--- src/rtl/hazard_ctrl_if.sv ---
// Datapath <-> hazard controller bundle: hazard-detect inputs, pipeline controls,
// forwarding selects and performance counters.
interface hazard_ctrl_if #(
   parameter int unsigned REG_ADDR_W = 5,
   parameter int unsigned CNT_W      = 16
);
   logic [REG_ADDR_W-1:0] id_rs_a;
   logic [REG_ADDR_W-1:0] id_rt_a;
   logic                  id_uses_rt;
   logic [REG_ADDR_W-1:0] ex_rs_a;
   logic [REG_ADDR_W-1:0] ex_rt_a;
   logic                  ex_read_mem;
   logic [REG_ADDR_W-1:0] mem_dst_a;
   logic                  mem_reg_write;
   logic [REG_ADDR_W-1:0] wb_dst_a;
   logic                  wb_reg_write;
   logic                  redirect;
   logic                  mem_req;
   logic                  mem_ready;

   logic                  pc_write;
   logic                  ifid_write;
   logic                  ifid_flush;
   logic                  idex_flush;
   logic                  exmem_flush;
   logic                  pipe_hold;
   logic [1:0]            fwd_a;
   logic [1:0]            fwd_b;
   logic                  mem_err;
   logic [CNT_W-1:0]      stall_cnt;
   logic [CNT_W-1:0]      flush_cnt;

   modport master (
      output id_rs_a, id_rt_a, id_uses_rt, ex_rs_a, ex_rt_a, ex_read_mem,
             mem_dst_a, mem_reg_write, wb_dst_a, wb_reg_write, redirect,
             mem_req, mem_ready,
      input  pc_write, ifid_write, ifid_flush, idex_flush, exmem_flush,
             pipe_hold, fwd_a, fwd_b, mem_err, stall_cnt, flush_cnt
   );

   modport slave (
      input  id_rs_a, id_rt_a, id_uses_rt, ex_rs_a, ex_rt_a, ex_read_mem,
             mem_dst_a, mem_reg_write, wb_dst_a, wb_reg_write, redirect,
             mem_req, mem_ready,
      output pc_write, ifid_write, ifid_flush, idex_flush, exmem_flush,
             pipe_hold, fwd_a, fwd_b, mem_err, stall_cnt, flush_cnt
   );
endinterface

--- src/rtl/hazard_ctrl.sv ---
// Pipeline sequencer for the 5-stage core: stall/flush/hold generation, EX forwarding
// selects, data-memory wait FSM with timeout, and saturating stall/flush counters.
module hazard_ctrl #(
   parameter int unsigned REG_ADDR_W  = 5,
   parameter int unsigned MEM_TIMEOUT = 16,
   parameter int unsigned CNT_W       = 16
) (
   input logic          clk,
   input logic          rst,
   hazard_ctrl_if.slave hc
);

   localparam int unsigned WCNT_W = (MEM_TIMEOUT > 2) ? $clog2(MEM_TIMEOUT) : 1;
   localparam logic [WCNT_W-1:0] WCNT_LAST = WCNT_W'(MEM_TIMEOUT - 1);

   typedef enum logic [1:0] {
      S_RUN,
      S_WAIT,
      S_ERR
   } state_e;

   state_e            state_q, state_d;
   logic [WCNT_W-1:0] wcnt_q, wcnt_d;
   logic [CNT_W-1:0]  stall_cnt_q, stall_cnt_d;
   logic [CNT_W-1:0]  flush_cnt_q, flush_cnt_d;

   logic freeze;
   logic load_use;
   logic redirect_taken;
   logic pc_write_c;
   logic ifid_write_c;
   logic ifid_flush_c;
   logic idex_flush_c;
   logic exmem_flush_c;
   logic pipe_hold_c;
   logic [1:0] fwd_a_c;
   logic [1:0] fwd_b_c;

   always_ff @(posedge clk or posedge rst) begin
      if (rst) begin
         state_q     <= S_RUN;
         wcnt_q      <= '0;
         stall_cnt_q <= '0;
         flush_cnt_q <= '0;
      end else begin
         state_q     <= state_d;
         wcnt_q      <= wcnt_d;
         stall_cnt_q <= stall_cnt_d;
         flush_cnt_q <= flush_cnt_d;
      end
   end

   // Wait FSM: wcnt counts frozen cycles already spent on the current access.
   always_comb begin
      state_d = state_q;
      wcnt_d  = wcnt_q;
      unique case (state_q)
         S_RUN: begin
            if (hc.mem_req && !hc.mem_ready) begin
               state_d = S_WAIT;
               wcnt_d  = WCNT_W'(1);
            end
         end
         S_WAIT: begin
            if (hc.mem_ready) begin
               state_d = S_RUN;
               wcnt_d  = '0;
            end else if (wcnt_q == WCNT_LAST) begin
               state_d = S_ERR;
            end else begin
               wcnt_d = wcnt_q + WCNT_W'(1);
            end
         end
         S_ERR: begin
            state_d = S_ERR;
         end
         default: begin
            state_d = S_RUN;
            wcnt_d  = '0;
         end
      endcase
   end

   always_comb begin
      freeze   = (state_q == S_ERR) || (hc.mem_req && !hc.mem_ready);
      load_use = hc.ex_read_mem && (hc.ex_rt_a != '0) &&
                 ((hc.ex_rt_a == hc.id_rs_a) || (hc.id_uses_rt && (hc.ex_rt_a == hc.id_rt_a)));
   end

   // Priority: reset > freeze > redirect > load-use > free run.
   always_comb begin
      pc_write_c     = 1'b1;
      ifid_write_c   = 1'b1;
      ifid_flush_c   = 1'b0;
      idex_flush_c   = 1'b0;
      exmem_flush_c  = 1'b0;
      pipe_hold_c    = 1'b0;
      redirect_taken = 1'b0;
      if (rst) begin
         pc_write_c    = 1'b0;
         ifid_write_c  = 1'b0;
         ifid_flush_c  = 1'b1;
         idex_flush_c  = 1'b1;
         exmem_flush_c = 1'b1;
      end else if (freeze) begin
         pc_write_c   = 1'b0;
         ifid_write_c = 1'b0;
         pipe_hold_c  = 1'b1;
      end else if (hc.redirect) begin
         ifid_flush_c   = 1'b1;
         idex_flush_c   = 1'b1;
         exmem_flush_c  = 1'b1;
         redirect_taken = 1'b1;
      end else if (load_use) begin
         pc_write_c   = 1'b0;
         ifid_write_c = 1'b0;
         idex_flush_c = 1'b1;
      end
   end

   // EX/MEM result is younger than MEM/WB, so it wins on a double match.
   always_comb begin
      fwd_a_c = 2'b00;
      fwd_b_c = 2'b00;
      if (!rst) begin
         if (hc.mem_reg_write && (hc.mem_dst_a != '0) && (hc.mem_dst_a == hc.ex_rs_a))
            fwd_a_c = 2'b10;
         else if (hc.wb_reg_write && (hc.wb_dst_a != '0) && (hc.wb_dst_a == hc.ex_rs_a))
            fwd_a_c = 2'b01;
         if (hc.mem_reg_write && (hc.mem_dst_a != '0) && (hc.mem_dst_a == hc.ex_rt_a))
            fwd_b_c = 2'b10;
         else if (hc.wb_reg_write && (hc.wb_dst_a != '0) && (hc.wb_dst_a == hc.ex_rt_a))
            fwd_b_c = 2'b01;
      end
   end

   always_comb begin
      stall_cnt_d = stall_cnt_q;
      flush_cnt_d = flush_cnt_q;
      if (!pc_write_c && (stall_cnt_q != '1))
         stall_cnt_d = stall_cnt_q + CNT_W'(1);
      if (redirect_taken && (flush_cnt_q != '1))
         flush_cnt_d = flush_cnt_q + CNT_W'(1);
   end

   assign hc.pc_write    = pc_write_c;
   assign hc.ifid_write  = ifid_write_c;
   assign hc.ifid_flush  = ifid_flush_c;
   assign hc.idex_flush  = idex_flush_c;
   assign hc.exmem_flush = exmem_flush_c;
   assign hc.pipe_hold   = pipe_hold_c;
   assign hc.fwd_a       = fwd_a_c;
   assign hc.fwd_b       = fwd_b_c;
   assign hc.mem_err     = (state_q == S_ERR);
   assign hc.stall_cnt   = stall_cnt_q;
   assign hc.flush_cnt   = flush_cnt_q;

endmodule

--- src/flat_wrapper.sv ---
// flat-port wrapper written by rule: the top's interface ports become plain ports
module hazard_ctrl_flat 
#(
   parameter int unsigned REG_ADDR_W  = 5,
   parameter int unsigned MEM_TIMEOUT = 16,
   parameter int unsigned CNT_W       = 16
)
  (clk, rst, hc_id_rs_a, hc_id_rt_a, hc_id_uses_rt, hc_ex_rs_a, hc_ex_rt_a, hc_ex_read_mem, hc_mem_dst_a, hc_mem_reg_write, hc_wb_dst_a, hc_wb_reg_write, hc_redirect, hc_mem_req, hc_mem_ready, hc_pc_write, hc_ifid_write, hc_ifid_flush, hc_idex_flush, hc_exmem_flush, hc_pipe_hold, hc_fwd_a, hc_fwd_b, hc_mem_err, hc_stall_cnt, hc_flush_cnt);
  hazard_ctrl_if #(.REG_ADDR_W(REG_ADDR_W), .CNT_W(CNT_W)) hc_i ();
  input logic clk;
  input logic rst;
  input wire logic [$bits(hc_i.id_rs_a)-1:0] hc_id_rs_a;
  input wire logic [$bits(hc_i.id_rt_a)-1:0] hc_id_rt_a;
  input wire logic [$bits(hc_i.id_uses_rt)-1:0] hc_id_uses_rt;
  input wire logic [$bits(hc_i.ex_rs_a)-1:0] hc_ex_rs_a;
  input wire logic [$bits(hc_i.ex_rt_a)-1:0] hc_ex_rt_a;
  input wire logic [$bits(hc_i.ex_read_mem)-1:0] hc_ex_read_mem;
  input wire logic [$bits(hc_i.mem_dst_a)-1:0] hc_mem_dst_a;
  input wire logic [$bits(hc_i.mem_reg_write)-1:0] hc_mem_reg_write;
  input wire logic [$bits(hc_i.wb_dst_a)-1:0] hc_wb_dst_a;
  input wire logic [$bits(hc_i.wb_reg_write)-1:0] hc_wb_reg_write;
  input wire logic [$bits(hc_i.redirect)-1:0] hc_redirect;
  input wire logic [$bits(hc_i.mem_req)-1:0] hc_mem_req;
  input wire logic [$bits(hc_i.mem_ready)-1:0] hc_mem_ready;
  output wire logic [$bits(hc_i.pc_write)-1:0] hc_pc_write;
  output wire logic [$bits(hc_i.ifid_write)-1:0] hc_ifid_write;
  output wire logic [$bits(hc_i.ifid_flush)-1:0] hc_ifid_flush;
  output wire logic [$bits(hc_i.idex_flush)-1:0] hc_idex_flush;
  output wire logic [$bits(hc_i.exmem_flush)-1:0] hc_exmem_flush;
  output wire logic [$bits(hc_i.pipe_hold)-1:0] hc_pipe_hold;
  output wire logic [$bits(hc_i.fwd_a)-1:0] hc_fwd_a;
  output wire logic [$bits(hc_i.fwd_b)-1:0] hc_fwd_b;
  output wire logic [$bits(hc_i.mem_err)-1:0] hc_mem_err;
  output wire logic [$bits(hc_i.stall_cnt)-1:0] hc_stall_cnt;
  output wire logic [$bits(hc_i.flush_cnt)-1:0] hc_flush_cnt;
  assign hc_i.id_rs_a = hc_id_rs_a;
  assign hc_i.id_rt_a = hc_id_rt_a;
  assign hc_i.id_uses_rt = hc_id_uses_rt;
  assign hc_i.ex_rs_a = hc_ex_rs_a;
  assign hc_i.ex_rt_a = hc_ex_rt_a;
  assign hc_i.ex_read_mem = hc_ex_read_mem;
  assign hc_i.mem_dst_a = hc_mem_dst_a;
  assign hc_i.mem_reg_write = hc_mem_reg_write;
  assign hc_i.wb_dst_a = hc_wb_dst_a;
  assign hc_i.wb_reg_write = hc_wb_reg_write;
  assign hc_i.redirect = hc_redirect;
  assign hc_i.mem_req = hc_mem_req;
  assign hc_i.mem_ready = hc_mem_ready;
  assign hc_pc_write = hc_i.pc_write;
  assign hc_ifid_write = hc_i.ifid_write;
  assign hc_ifid_flush = hc_i.ifid_flush;
  assign hc_idex_flush = hc_i.idex_flush;
  assign hc_exmem_flush = hc_i.exmem_flush;
  assign hc_pipe_hold = hc_i.pipe_hold;
  assign hc_fwd_a = hc_i.fwd_a;
  assign hc_fwd_b = hc_i.fwd_b;
  assign hc_mem_err = hc_i.mem_err;
  assign hc_stall_cnt = hc_i.stall_cnt;
  assign hc_flush_cnt = hc_i.flush_cnt;
  hazard_ctrl #(.REG_ADDR_W(REG_ADDR_W), .MEM_TIMEOUT(MEM_TIMEOUT), .CNT_W(CNT_W)) u_core (.clk(clk), .rst(rst), .hc(hc_i));
endmodule
--- config.mk ---
export PLATFORM = sky130hd
export DESIGN_NAME = hazard_ctrl_flat
export DESIGN_NICKNAME = d
export VERILOG_FILES = /design/src/rtl/hazard_ctrl_if.sv /design/src/rtl/hazard_ctrl.sv /design/src/flat_wrapper.sv
export SDC_FILE = /design/constraint.sdc
export NUM_CORES = 1
export LEC_CHECK = 0
export ABC_AREA = 0
export CORE_MARGIN = 5
export CORE_UTILIZATION = 46
export CTS_BUF_LIST = sky130_fd_sc_hd__clkbuf_8 sky130_fd_sc_hd__clkbuf_16
export DETAILED_ROUTE_END_ITERATION = 12
export GPL_TIMING_DRIVEN = 0
export HOLD_SLACK_MARGIN = 0.1
export PLACE_DENSITY_LB_ADDON = 0.3
export RECOVER_POWER = 50
export SLEW_MARGIN = 20
export SYNTH_ARGS = -nofsm -noshare
export SYNTH_HDL_FRONTEND = slang
export SYNTH_SLANG_ARGS = --single-unit
--- constraint.sdc ---
create_clock -name clk -period 2.6 [get_ports clk]
set_clock_uncertainty 0.1 [all_clocks]
set_input_delay 0.26 -clock clk [delete_from_list [all_inputs] [get_ports clk]]
set_output_delay 0.26 -clock clk [all_outputs]
set_load 0.02 [all_outputs]
# Word level (Yosys, flattened, before mapping)
# Index checks and enable logic that the tools add are counted.
totals:
  reg_bits: 38
  in_bits: 39
  word_cells: 72
op_classes:
  n_addsub: 3
  n_eq_ne: 14
  mux: 28
  bitwise_logic: 1
  n_reduce_logical: 22
op_table:
  columns: ["cell", "count"]
  rows:
  - ["adder 16 x 1 -> 16 bit, second input constant", 2]
  - ["!= test 16 bit, second input constant", 2]
  - ["== test 5 bit", 6]
  - ["two-way mux 1 bit", 16]
  - ["nonzero test 5 bit", 3]
  - ["two-way mux 2 bit", 7]
  - ["logical AND 1 bit", 12]
  - ["two-way mux 4 bit", 3]
  - ["one-hot mux 4 bit (3 select lines)", 1]
  - ["one-hot mux 2 bit (3 select lines)", 1]
  - ["adder 4 x 1 -> 4 bit, second input constant", 1]
  - ["== test 4 bit, second input constant", 1]
  - ["!= test 3 x 2 -> 1 bit, second input constant", 1]
  - ["!= test 3 bit, second input constant", 1]
  - ["AND reduction 3 bit", 1]
  - ["== test 2 x 1 -> 1 bit, second input constant", 1]
  - ["== test 2 bit, second input constant", 1]
  - ["logical NOT 1 bit", 2]
  - ["logical NOT 2 bit", 1]
  - ["logical OR 1 bit", 2]
  - ["!= test 2 x 1 -> 1 bit, second input constant", 1]
  - ["AND reduction 2 bit", 1]
  - ["inverter 1 bit", 1]

# Logic depth before layout (Yosys ltp)
logic_depth:
  depth_word: 10
  ltp_mapped: 8
  mapped_depth_nobuf: 7

# Worst setup path before layout
# No wires, ideal clock.
synth_timing:
  path_type: "in2out"
  startpoint: "input rst"
  endpoint: "output hc_fwd_b[0]"
  arrival_ns: 2.500
  required_ns: 2.240
  setup_slack_ns: -0.260
  stages: 4
  path_buffers: 0
  cell_sequence: "inv_1 o211ai_1 or4_1 nor4_1"
synth_via:
  elab_chain_cells: 1
synth_rtl:
  columns: ["item", "line_no", "rtl"]
  rows:
  - ["start: declaration", "flat_wrapper.sv:11", "input logic rst;"]
  - ["two-way mux 2 bit", "hazard_ctrl.sv:125", "if (!rst) begin"]
  - ["end: declaration", "flat_wrapper.sv:32", "output wire logic [$bits(hc_i.fwd_b)-1:0] hc_fwd_b;"]
# No other way between the ends.

# Worst setup path in the final report
layout_timing:
  startpoint: "input hc_mem_dst_a[0]"
  endpoint: "output hc_fwd_b[1]"
layout_via:
  elab_chain_cells: 5
  elab_cells_between_ends: 6
layout_rtl:
  columns: ["item", "line_no", "rtl"]
  rows:
  - ["start: declaration", "flat_wrapper.sv:18", "input wire logic [$bits(hc_i.mem_dst_a)-1:0] hc_mem_dst_a;"]
  - ["nonzero test 5 bit", "hazard_ctrl.sv:130", "if (hc.mem_reg_write && (hc.mem_dst_a != '0) && (hc.mem_dst_a == hc.ex_rt_a))"]
  - ["logical AND 1 bit", "hazard_ctrl.sv:130", null]
  - ["logical AND 1 bit (*)", "hazard_ctrl.sv:130", null]
  - ["two-way mux 2 bit (*)", "hazard_ctrl.sv:130", null]
  - ["two-way mux 2 bit (*)", "hazard_ctrl.sv:125", null]
# Mark *: on every way between the ends. The rest lies on a longest branch, timed or not.

==> impl_metrics.py <==
metrics = {
    "synthesis": {
        "synth_area_sq_um": 2390,
        "synth_ff_type": "dfrtp_1",
        "seq_area_frac_synth_pct": 39.9,
        "syn_nets": 292,
        "synth_edf_count": 0,
        "yosys_warnings": 0,
        "ys_async_sr_fraction_pct": 100,
        "synth.ff_latch_count": 38,
        "syn_inst": 250,
        "ys_types": 44,
        "syn_area_per_cell_sq_um": 9.54,
    },
    "floorplanning": {
        "die_y_um": 82.0,
        "core_area_sq_um": 5070,
        "core.rowCount": 26,
        "die-area_sq_um": 6730,
        "die_w_um": 82.0,
        "start_util_pct": 47.0,
        "io_pins": 82,
    },
    "hold_path": {
        "hp-class": "primary input to async pin",
    },
    "worst_setup_path": {
        "path_class": "primary input to output pin",
        "cp_slowest_cell": "clkdlybuf4s50_1",
        "critPathMaxFanout": 4,
        "r2r_setup_slack_ns": 0.40,
        "cpMostUsedCell": "clkdlybuf4s50_1",
        "cp-start-kind": "primary input",
        "cp_slowest_stage_delay_ns": 0.57,
        "reg2reg_depth": 6,
        "crit_chain": "clkdlybuf4s50_1, or4_1, o21ai_2, nor4_1, clkdlybuf4s50_1",
        "required_ns": 2.24,
        "crit_arrival_ns": 2.15,
        "worstSetupEndpointType": "output pin",
    },
    "global_routing": {
        "grt-ovfl-total": 0,
        "grt_pass1_wl_mm": 10.1,
        "grt_util_met1_pct": 23.8,
        "grt-busiest-layer": "met2",
        "gr-usage-met2_pct": 32.4,
        "grt_use_total_pct": 19.3,
        "grt_pass1_vias": 2139,
        "grt_max_degree": 21,
        "antenna_found_initial": 0,
        "use_met3_pct": 5.70,
    },
    "pwr": {
        "leakagePower_uw": 0.00143,
        "powerDensity_nw_per_um2": 688,
        "power_uw": 2320,
        "ir_worst_vdd_v": 0.000641,
    },
    "finish": {
        "nets": 381,
        "layout_commonest_cell": "clkdlybuf4s50_1",
        "drive_above_1_share_pct": 10.9,
        "area_growth_pct": 41.5,
        "final_cell_mix": "52 x clkdlybuf4s50_1, 38 x xor2_1, 38 x dfrtp_1",
        "diodes": 0,
    },
    "routing": {
        "drt_iter0_markers": 78,
        "route.detailed.drc": 0,
        "postRouteAntennaNets": 0,
        "drt_first_pass_iters": 4,
        "vias": 2081,
        "drt_wl_total_mm": 6.08,
        "wire_per_inst_um": 14.8,
        "viasPerCell": 5.08,
    },
    "sta": {
        "fmax_mhz": 399,
        "worst_hold_slack_ns": 0.239,
        "setup_viol": 0,
        "worst_pin_slew_ns": 0.922,
        "min_period_over_period_pct": 96.5,
        "final_hold_viol_count": 0,
        "worst_slack_ns": 0.0910,
        "slew_headroom_pct": 38.2,
        "period_minus_slack_ns": 2.51,
        "slew_violations": 0,
    },
    "placement": {
        "place_ws_ns": -0.916,
        "io_buffers": 76,
        "gp_congestion": 0.780,
        "hpwl_mm": 4.56,
    },
    "clock_network": {
        "clk_latency_ns": 0.29,
        "cts.reportedPaths.clkPinSlew_ns": 0.07,
        "clk_path_buf_depth": 2,
        "cts_buffers": 5,
        "htree_levels": 2,
        "cts.sinks": 38,
        "hold_buffers": 0,
        "root_buffer": "clkbuf_8",
        "cts_tree": "done",
    },
    "job": {
        "cap_viol_max_count": 0,
    },
    "outcome": {
        "status": "finished, final reports clean",
    },
}
-- critical path, delay by kind of cell --
family / cells / cell delay [ns]
buffers and inverters: 2 / 1.04
and+or+nand+nor: 2 / 0.65
AOI/OAI and AO/OA: 1 / 0.21
-- final timing paths --
kind                                            to                     from
hold reg to reg            u_core.hc.stall_cnt[10]  u_core.hc.stall_cnt[10]
setup reg to reg           u_core.hc.flush_cnt[15]        u_core.state_q[1]
min in group clk           u_core.hc.stall_cnt[10]  u_core.hc.stall_cnt[10]
hold / removal              u_core.hc.stall_cnt[7]                      rst
setup / recovery                       hc_fwd_b[1]          hc_mem_dst_a[0]
max in group asynchronous   u_core.hc.stall_cnt[2]                      rst
-- stage by stage --
stage          area [sq um]  utilization, %  setup TNS (ns)  instances
2_1_floorplan          2390               -               0        250
3_3_place_gp           3240            63.8           -3.22        396
3_5_place_dp           3240            63.8           -3.48        396
4_1_cts                3350            66.1               0        407
5_1_grt                3380            66.5       -0.000445        410
6_report               3380            66.5               0        410
-- Yosys cell counts (3+ instances only) --
cell	instances	area, sq um
or4_1	5	37.5
nor4_1	4	25.0
o21ai_0	5	25.0
a21oi_1	4	20.0
buf_4	6	45.0
and3_1	6	37.5
inv_1	9	33.8
nand4_1	5	31.3
nand3_1	15	75.1
xor2_1	38	333
clkbuf_1	3	11.3
dfrtp_1	38	951
nor2_1	21	78.8
nor3_1	15	75.1
ha_1	3	37.5
xnor2_1	22	193
nand2_1	18	67.6
-- cell type report --
class	instances	area, sq um
multi-input cells	192	1330
well taps	70	87.6
clock inverters	2	8.76
plain buffers	11	78.8
inverters	9	37.5
repair buffers	80	786
clock buffers	6	82.6
repair inverters	2	10.0
flip-flops and latches	38	951
fillers	447	1700
-- metal layers --
layer | vias up | wire (um)
met3 | 6 | 419
met2 | 61 | 2870
li1 | 1038 | -
met1 | 976 | 2730
met4 | 0 | 67
met5 | - | 0
-- report_power, final --
| group | switching [uW] | total [uW] | internal [uW] |
|---|---|---|---|
| logic | 480 | 950 | 470 |
| registers | 207 | 958 | 751 |
| clock network | 203 | 413 | 210 |
| total | 890 | 2320 | 1430 |
-- kinds of logic (layout without fill, tap and decap cells) --
family,count (synthesis),in the layout,synth area share [%]
simple gates,102,102,23.0
xor+xnor,60,60,22.0
flops,38,38,39.9
compound gates,24,24,7.50
buf+inv,20,110,4.72
fa+ha+maj,3,3,1.57
mux,3,3,1.36
-- sequential cells by signal (all words and copies together) (netlist names) --
| signal | count |
|---|---|
| u_core.hc.flush_cnt | 16 |
| u_core.wcnt_q | 4 |
| u_core.state_q | 2 |
| u_core.hc.stall_cnt | 16 |
-- what timing repair did --
item,4_1_cts,5_1_grt
pin swaps,0,3
gates cloned,2,0
resized for setup,8,7
buffers inserted,1,3
endpoints found under the setup margin,9,5
No activity file was read; power rests on OpenSTA's default activity.
